### src/rtl/nbit_seq_comparator_pkg.sv
// Shared types and helpers for the nibble-serial comparator.
// Latency: n/a (declarations only).
// Backpressure: n/a.
package cmp_pkg;

    localparam int NIB_W = 4;

    typedef enum logic [1:0] {
        IDLE    = 2'd0,
        COMPARE = 2'd1,
        DONE    = 2'd2
    } state_t;

    // Returns {lt, gt} for one nibble pair. Flipping the sign bit of both
    // operands turns a two's complement compare into an unsigned one.
    function automatic logic [1:0] nib_cmp(input logic [NIB_W-1:0] a,
                                           input logic [NIB_W-1:0] b,
                                           input logic             flip_msb);
        logic [NIB_W-1:0] ax;
        logic [NIB_W-1:0] bx;
        ax = a ^ {flip_msb, {(NIB_W-1){1'b0}}};
        bx = b ^ {flip_msb, {(NIB_W-1){1'b0}}};
        nib_cmp = {(ax < bx), (ax > bx)};
    endfunction

endpackage

### src/rtl/nbit_seq_comparator_if.sv
// Switch/button inputs and LED result outputs of the comparator.
// Latency: n/a (wiring only).
// Backpressure: none; buttons are edge events, results are held levels.
interface nbit_seq_comparator_if;

    logic [3:0] Y;
    logic       PB1;
    logic       PB2;
    logic       PB3;
    logic       PB4;
    logic       signed_mode;
    logic       less;
    logic       more;
    logic       equal;
    logic       busy;
    logic       done;

    modport master (
        output Y, PB1, PB2, PB3, PB4, signed_mode,
        input  less, more, equal, busy, done
    );

    modport slave (
        input  Y, PB1, PB2, PB3, PB4, signed_mode,
        output less, more, equal, busy, done
    );

endinterface

### src/rtl/nbit_seq_comparator_pb_edge_detect.sv
// Rising-edge detector for a debounced push-button level.
// Latency: pulse is combinational in the cycle the level first reads high.
// Backpressure: none; a held button yields exactly one pulse.
module pb_edge_detect (
    input  logic clk,
    input  logic rst_n,
    input  logic level,
    output logic pulse
);

    logic level_q;

    // Remember last cycle's level so only the low-to-high transition fires.
    always_ff @(posedge clk) begin
        if (!rst_n) begin
            level_q <= 1'b0;
        end else begin
            level_q <= level;
        end
    end

    assign pulse = level & ~level_q;

endmodule

### src/rtl/nbit_seq_comparator.sv
// Nibble-loaded operands, MSB-first nibble-serial compare with early exit.
// Latency: result and done k cycles after start (k = first differing nibble, or NIBBLES).
// Backpressure: button events arriving while busy are dropped, not queued.
module nbit_seq_comparator
    import cmp_pkg::*;
#(
    parameter int WIDTH = 8     // multiple of 4, at least 4
) (
    input logic                  clk,
    input logic                  rst_n,
    nbit_seq_comparator_if.slave bus
);

    localparam int NIBBLES = WIDTH / NIB_W;
    localparam int IDX_W   = (NIBBLES > 1) ? $clog2(NIBBLES) : 1;
    localparam logic [IDX_W-1:0] IDX_TOP = IDX_W'(NIBBLES - 1);

    logic ld_a_ev;
    logic ld_b_ev;
    logic start_ev;
    logic clr_ev;

    pb_edge_detect u_pb1 (.clk(clk), .rst_n(rst_n), .level(bus.PB1), .pulse(ld_a_ev));
    pb_edge_detect u_pb2 (.clk(clk), .rst_n(rst_n), .level(bus.PB2), .pulse(ld_b_ev));
    pb_edge_detect u_pb3 (.clk(clk), .rst_n(rst_n), .level(bus.PB3), .pulse(start_ev));
    pb_edge_detect u_pb4 (.clk(clk), .rst_n(rst_n), .level(bus.PB4), .pulse(clr_ev));

    logic [WIDTH-1:0] a_r;
    logic [WIDTH-1:0] b_r;
    state_t           state_q;
    logic [IDX_W-1:0] idx_q;
    logic             mode_r;
    logic             less_r;
    logic             more_r;
    logic             equal_r;
    logic             done_r;

    logic [NIB_W-1:0] a_nib;
    logic [NIB_W-1:0] b_nib;
    logic [1:0]       lt_gt;
    logic [WIDTH-1:0] a_shift;
    logic [WIDTH-1:0] b_shift;

    assign a_nib   = a_r[idx_q*NIB_W +: NIB_W];
    assign b_nib   = b_r[idx_q*NIB_W +: NIB_W];
    // Sign handling only matters on the top nibble; lower nibbles are magnitude.
    assign lt_gt   = nib_cmp(a_nib, b_nib, mode_r && (idx_q == IDX_TOP));
    // New nibble enters at the bottom; the oldest nibble drops off the top.
    assign a_shift = WIDTH'({a_r, bus.Y});
    assign b_shift = WIDTH'({b_r, bus.Y});

    // Operands, FSM, nibble index and result registers; clear > start > load.
    always_ff @(posedge clk) begin
        if (!rst_n) begin
            a_r     <= '0;
            b_r     <= '0;
            state_q <= IDLE;
            idx_q   <= '0;
            mode_r  <= 1'b0;
            less_r  <= 1'b0;
            more_r  <= 1'b0;
            equal_r <= 1'b0;
            done_r  <= 1'b0;
        end else begin
            done_r <= 1'b0;
            case (state_q)
                COMPARE: begin
                    if (lt_gt != 2'b00) begin
                        less_r  <= lt_gt[1];
                        more_r  <= lt_gt[0];
                        equal_r <= 1'b0;
                        done_r  <= 1'b1;
                        state_q <= DONE;
                    end else if (idx_q == '0) begin
                        less_r  <= 1'b0;
                        more_r  <= 1'b0;
                        equal_r <= 1'b1;
                        done_r  <= 1'b1;
                        state_q <= DONE;
                    end else begin
                        idx_q <= idx_q - IDX_W'(1);
                    end
                end
                // IDLE and DONE behave identically; DONE only marks held results.
                default: begin
                    if (clr_ev) begin
                        a_r     <= '0;
                        b_r     <= '0;
                        less_r  <= 1'b0;
                        more_r  <= 1'b0;
                        equal_r <= 1'b0;
                        state_q <= IDLE;
                    end else if (start_ev) begin
                        mode_r  <= bus.signed_mode;
                        idx_q   <= IDX_TOP;
                        state_q <= COMPARE;
                    end else begin
                        if (ld_a_ev) begin
                            a_r <= a_shift;
                        end
                        if (ld_b_ev) begin
                            b_r <= b_shift;
                        end
                    end
                end
            endcase
        end
    end

    assign bus.less  = less_r;
    assign bus.more  = more_r;
    assign bus.equal = equal_r;
    assign bus.busy  = (state_q == COMPARE);
    assign bus.done  = done_r;

endmodule

### src/flat_wrapper.sv
// flat-port wrapper written by rule: the top's interface ports become plain ports
module nbit_seq_comparator_flat import cmp_pkg::*;
#(
    parameter int WIDTH = 8                                 
)
  (clk, rst_n, bus_Y, bus_PB1, bus_PB2, bus_PB3, bus_PB4, bus_signed_mode, bus_less, bus_more, bus_equal, bus_busy, bus_done);
  nbit_seq_comparator_if bus_i ();
  input logic clk;
  input logic rst_n;
  input wire logic [$bits(bus_i.Y)-1:0] bus_Y;
  input wire logic [$bits(bus_i.PB1)-1:0] bus_PB1;
  input wire logic [$bits(bus_i.PB2)-1:0] bus_PB2;
  input wire logic [$bits(bus_i.PB3)-1:0] bus_PB3;
  input wire logic [$bits(bus_i.PB4)-1:0] bus_PB4;
  input wire logic [$bits(bus_i.signed_mode)-1:0] bus_signed_mode;
  output wire logic [$bits(bus_i.less)-1:0] bus_less;
  output wire logic [$bits(bus_i.more)-1:0] bus_more;
  output wire logic [$bits(bus_i.equal)-1:0] bus_equal;
  output wire logic [$bits(bus_i.busy)-1:0] bus_busy;
  output wire logic [$bits(bus_i.done)-1:0] bus_done;
  assign bus_i.Y = bus_Y;
  assign bus_i.PB1 = bus_PB1;
  assign bus_i.PB2 = bus_PB2;
  assign bus_i.PB3 = bus_PB3;
  assign bus_i.PB4 = bus_PB4;
  assign bus_i.signed_mode = bus_signed_mode;
  assign bus_less = bus_i.less;
  assign bus_more = bus_i.more;
  assign bus_equal = bus_i.equal;
  assign bus_busy = bus_i.busy;
  assign bus_done = bus_i.done;
  nbit_seq_comparator #(.WIDTH(WIDTH)) u_core (.clk(clk), .rst_n(rst_n), .bus(bus_i));
endmodule
### config.mk
export PLATFORM = sky130hd
export DESIGN_NAME = nbit_seq_comparator_flat
export DESIGN_NICKNAME = d
export VERILOG_FILES = /design/src/rtl/nbit_seq_comparator_pkg.sv /design/src/rtl/nbit_seq_comparator_if.sv /design/src/rtl/nbit_seq_comparator_pb_edge_detect.sv /design/src/rtl/nbit_seq_comparator.sv /design/src/flat_wrapper.sv
export SDC_FILE = /design/constraint.sdc
export NUM_CORES = 1
export LEC_CHECK = 0
export CORE_MARGIN = 1.5
export CORE_UTILIZATION = 49
export CTS_CLUSTER_DIAMETER = 60
export DETAILED_ROUTE_END_ITERATION = 6
export GPL_TIMING_DRIVEN = 0
export PLACE_DENSITY = 0.74
export SLEW_MARGIN = 5
export SYNTH_ARGS = -nofsm -noshare
export SYNTH_HDL_FRONTEND = slang
export SYNTH_SLANG_ARGS = --single-unit
### constraint.sdc
create_clock -name clk -period 1.89 [get_ports clk]
set_input_delay 0.567 -clock clk [delete_from_list [all_inputs] [get_ports clk]]
set_output_delay 0.567 -clock clk [all_outputs]
set_load 0.03 [all_outputs]
# [Yosys cells after proc, flatten, opt, wreduce, memory -nomap -nowiden]
# Cells that the tools add are included.
[word_totals] elab_cells=76 inputBits=11 reg_bits=28 out_inout_bits=5
[classes] mux=27 n_reduce_logical=14 add_sub_neg=1 eq_ne=5 n_bitwise=12 n_lt_le_gt_ge=2 n_shift=2
[op_table] op="8-bit two-way mux" count=6
[op_table] op="1-bit two-way mux" count=16
[op_table] op="8-bit by 4-bit variable part select with 4-bit output" count=2
[op_table] op="3-bit AND reduction" count=4
[op_table] op="2-bit two-way mux" count=5
[op_table] op="2-bit nonzero test" count=5
[op_table] op="4-bit XOR" count=2
[op_table] op="2-bit != test (second input constant)" count=3
[op_table] op="1-bit inverter" count=6
[op_table] op="2-bit AND reduction" count=3
[op_table] op="1-bit AND" count=4
[op_table] op="4-bit > comparator" count=1
[op_table] op="4-bit less-than comparator" count=1
[op_table] op="3-bit != test (second input constant)" count=1
[op_table] op="3-bit nonzero test" count=1
[op_table] op="2-bit by 1-bit equality test with 1-bit output (second input constant)" count=1
[op_table] op="1-bit logical AND" count=1
[op_table] op="1-bit subtractor (second input constant)" count=1

# [Depth between registers and ports, before layout]
[depth] ltp_word=6 ltp_mapped=8 mapped_depth_nobuf=8

# [By module]
# Synthesis repeated with hierarchy kept, for this count alone.
[hier_totals] hier_cells=142 area_unflattened_um2=1453.9
[modules_own_cells] module="nbit_seq_comparator" n_inst=1 cells_each=130 seq_area_each_um2=480.5 area_each_um2=1293.7
[modules_own_cells] module="pb_edge_detect" n_inst=4 cells_each=3 seq_area_each_um2=20.0 area_each_um2=40.0

# [Least setup slack after synthesis]
# No wires, ideal clock.
[synth_timing] path_kind="reg-to-reg" startpoint="register u_core.idx_q" endpoint="register u_core.state_q[0]" arrival_time_ns=1.942 path_slack_ns=-0.183 synth_period_minus_slack_ns=2.073 path_buffers=1 t_required_ns=1.759 path_stages_with_launch=8 cell_sequence="dfxtp_1 buf_2 mux2_2 ha_1 nor2b_1 o211a_1 o31ai_1 o21ai_0"
[synth_between] elab_chain_cells=6
[synth_lines] item="from (decl)" line_no="nbit_seq_comparator.sv:31" text="logic [IDX_W-1:0] idx_q;"
[synth_lines] item="from (signal assigned)" line_no="nbit_seq_comparator.sv:81" text="idx_q <= idx_q - IDX_W'(1);"
[synth_lines] item="8-bit by 4-bit variable part select with 4-bit output, or another cell as far along" line_no="nbit_seq_comparator.sv:44" text="assign a_nib = a_r[idx_q*NIB_W +: NIB_W];"
[synth_lines] item="4-bit XOR, on equally long branches" line_no="nbit_seq_comparator_pkg.sv:21, nbit_seq_comparator_pkg.sv:22"
[synth_lines] item="4-bit > comparator or 4-bit less-than comparator (tied branches)" line_no="nbit_seq_comparator_pkg.sv:23" text="nib_cmp = {(ax < bx), (ax > bx)};"
[synth_lines] item="2-bit nonzero test" line_no="nbit_seq_comparator.sv:68" text="if (lt_gt != 2'b00) begin"
[synth_lines] item="3-bit != test (no line) or 2-bit two-way mux (tied branches)"
[synth_lines] item="2-bit AND reduction (no line) or 2-bit two-way mux (tied branches)"
[synth_lines] item="to (signal assigned)" line_no="nbit_seq_comparator.sv:73" text="state_q <= DONE;"
[synth_lines] item="to (signal assigned)" line_no="nbit_seq_comparator.sv:79" text="state_q <= DONE;"
[synth_lines] item="to (signal assigned)" line_no="nbit_seq_comparator.sv:92" text="state_q <= IDLE;"
[synth_lines] item="to (decl)" line_no="nbit_seq_comparator.sv:30" text="state_t state_q;"
# Parallel ways exist; a longest one is shown, timed or not.
# A chain may end at the register's enable or synchronous reset.

# [Worst setup path in the final report]
[layout_timing] startpoint="register u_core.idx_q" endpoint="register u_core.state_q[1]"
# Same word-level chain as after synthesis.

==> impl_metrics.env <==
export IMPL_top_level_ports=16
export IMPL_syn_area_per_cell_um2=9.059
export IMPL_yosysWarningCount=0
export IMPL_chipHeight_um=55.66
export IMPL_die_area_um2=3098
export IMPL_static_leakage_power_nw=0.6577
export IMPL_final_cells=208
export IMPL_grt_pass1_wl_um=5809
export IMPL_drive_gt1_share_pct=26.40
export IMPL_clock_fmax_ghz=0.5081
export IMPL_multi_input_area_um2=922.1
export IMPL_hold_class="reg -> reg"
export IMPL_drv_cap=0
export IMPL_portBuffers=15
export IMPL_cpMaxStageDelayCell="dfxtp_4"
export IMPL_drc=0
export IMPL_hold_viol_final=0
export IMPL_netlist_instances=150
export IMPL_cp_data_arrival_time_ns=2.20
export IMPL_p_per_area_nw_per_um2=724.8
export IMPL_routedWlPerCell_um=16.35
export IMPL_rsz0062_at_grt="yes"
export IMPL_grt_pass1_vias=1239
export IMPL_crit_required_ns=2.12
export IMPL_hold_worst_slack_ns=0.4861
export IMPL_final_cell_mix="dfxtp_1 (27), nand2_1 (22), o21ai_0 (16), a21boi_1 (16), clkdlybuf4s50_1 (10)"
export IMPL_yosysUniqueCellTypes=34
export IMPL_globalRouteOverflowTotal=0
export IMPL_regArea_um2=564.3
export IMPL_cts_htree_levels=1
export IMPL_root_buffer="clkbuf_4"
export IMPL_syn2layout_area_growth_pct=37.29
export IMPL_crit_chain="buf_8 -> mux2_4 -> ha_4 -> nand4_1 -> o21ai_2 -> o31ai_4 -> o21a_1"
export IMPL_power_mw=1.352
export IMPL_cts_tree="done"
export IMPL_num_nets_final=194
export IMPL_post_route_util_pct=73.30
export IMPL_dp_cells=195
export IMPL_slew_headroom_pct=65.89
export IMPL_synth_ff_type="dfxtp_1"
export IMPL_synth_area_um2=1359
export IMPL_ys_seq_area_share_pct=41.25
export IMPL_violations="setup timing"
export IMPL_fin_skew_ns=0.004446
export IMPL_wirelength_um=3400
export IMPL_tightest_slew_ns=0.5116
export IMPL_setup_ws_ns=-0.07814
export IMPL_synth_seq_cells=28
export IMPL_die_w_um=55.66
export IMPL_fill_cells=190
export IMPL_vias=1211
export IMPL_top_regs="u_core.a_r: 8 flops, u_core.b_r: 8 flops, u_core.state_q: 2 flops"
export IMPL_gp_congestion=0.7495
export IMPL_finalCritPeriodShare_pct=104.1
export IMPL_grt_max_degree=16
export IMPL_irDropWorstVdd_uv=508.1
export IMPL_period_minus_slack_ns=1.968
export IMPL_cts_sinks=28
export IMPL_viasPerCell=5.822
export IMPL_crit_type="reg -> reg"
export IMPL_cts_made_buffers=3
export IMPL_outcome="finished with violations"
export IMPL_reg2reg_from="u_core.idx_q"
export IMPL_core_area_um2=2545
export IMPL_clk_latency_ns=0.32
export IMPL_clockBufferDepth=2
export IMPL_setup_viol=7
export IMPL_drv_slew=0
export IMPL_first_iter_violations=36
export IMPL_final_common_cell="dfxtp_1"
export IMPL_ys_async_sr_fraction_pct=0
export IMPL_antenna_found_initial=0
export IMPL_cts_hold_buf=0
export IMPL_clkTransAtPathRegs_ns=0.15
export IMPL_synth_edf_count=0
export IMPL_n_antenna_cell=0
export IMPL_core_rowCount=18
export IMPL_hp_start="u_core.b_r[6]"
export IMPL_startpoint="u_core.idx_q"
export IMPL_worstSetupEndpointType="register"
export IMPL_syn_nets=165
export IMPL_max_stage_delay_ns=0.42
export IMPL_dr_pass1_iters=5
export IMPL_initial_core_util_pct=53.39
export IMPL_grt_use_total_pct=23.21
export IMPL_place_ws_ns=-0.2488
export IMPL_ant_nets=0
export IMPL_cp_start_kind="register"
export IMPL_dp_hpwl_um=2031
export IMPL_cp_max_fo=5
[Yosys cell counts, drive strengths merged, types with 2 or more instances]
cell type  instances  area, um2
a21boi            16      120.1
a21oi              3      15.01
and2               5      31.28
buf                4      28.78
clkbuf             4      15.01
dfxtp             28      560.5
ha                 4      50.05
inv                2      7.510
mux2               3      33.78
mux2i              4      40.04
nand2             22      82.58
nand2b             3      18.77
nand3              4      20.02
nor2               5      18.77
nor2b              4      25.02
nor4               2      42.54
o211ai             2      15.01
o21ai             19      95.09
o21ba              2      20.02
xnor2              2      17.52
[kinds of logic (layout without fill, tap and decap cells)]
logic type / after synthesis / after routing / share of synthesized area, %
AO/OA/AOI/OAI: 50 / 50 / 24.68
XOR/XNOR: 2 / 2 / 1.289
adder cells (fa/ha/maj): 4 / 4 / 3.683
buffers and inverters: 10 / 38 / 3.775
flip-flops: 28 / 28 / 41.25
multiplexers: 7 / 7 / 5.433
AND/OR/NAND/NOR: 49 / 49 / 19.89
[critical path, delay by kind of cell (launching register included)]
family,cells,cell delay [ns]
compound gates,3,0.52
fa+ha+maj,1,0.27
buf+inv,1,0.14
flops,1,0.42
mux,1,0.32
simple gates,1,0.21
[layer usage]
| layer | up-vias | global-route usage (%) | wire length (um) |
|---|---|---|---|
| li1 | 587 | - | - |
| met1 | 585 | 29.13 | 1504 |
| met2 | 31 | 37.59 | 1670 |
| met3 | 8 | 5.116 | 180 |
| met4 | 0 | 11.15 | 45 |
| met5 | - | 0 | 0 |
[repair_timing]
| action | CTS | global route |
|---|---|---|
| cloned | 1 | 0 |
| hold endpoints to repair | 0 | 0 |
| gates resized for setup | 38 | 6 |
| setup endpoints to repair | 12 | 10 |
| pin swaps | 14 | 9 |
| setup buffers | 9 | 0 |
[power breakdown]
group	switching [mW]	internal [mW]	leakage [nW]
Combinational	0.221	0.203	0.408
Sequential	0.0195	0.617	0.229
Clock	0.174	0.118	0.0210
[metrics by stage]
stage | setup TNS, ns | area [um2]
floorplan | 0 | 1388
CTS | -0.08259 | 1844
global placement | -3.549 | 1575
finish | -0.3779 | 1866
detailed placement | -4.250 | 1575
global route | -0.6560 | 1866
[layout make-up]
| class | instances | area share, % |
|---|---|---|
| flip-flops and latches | 28 | 30.25 |
| well taps | 30 | 2.012 |
| clock buffers | 4 | 1.945 |
| multi-input cells | 112 | 49.43 |
| plain buffers | 7 | 2.616 |
| inverters | 2 | 0.4024 |
| repair buffers | 25 | 13.35 |
[worst paths after layout]
check / end / slack [ns] / cells after the start
hold / removal: u_core.b_r[6] / 0.49 / 2
setup / recovery: u_core.state_q[1] / -0.08 / 7
hold reg to reg: u_core.b_r[6] / 0.49 / 2
setup reg to reg: u_core.state_q[1] / -0.08 / 7
Power figures use the tool's default switching activity.
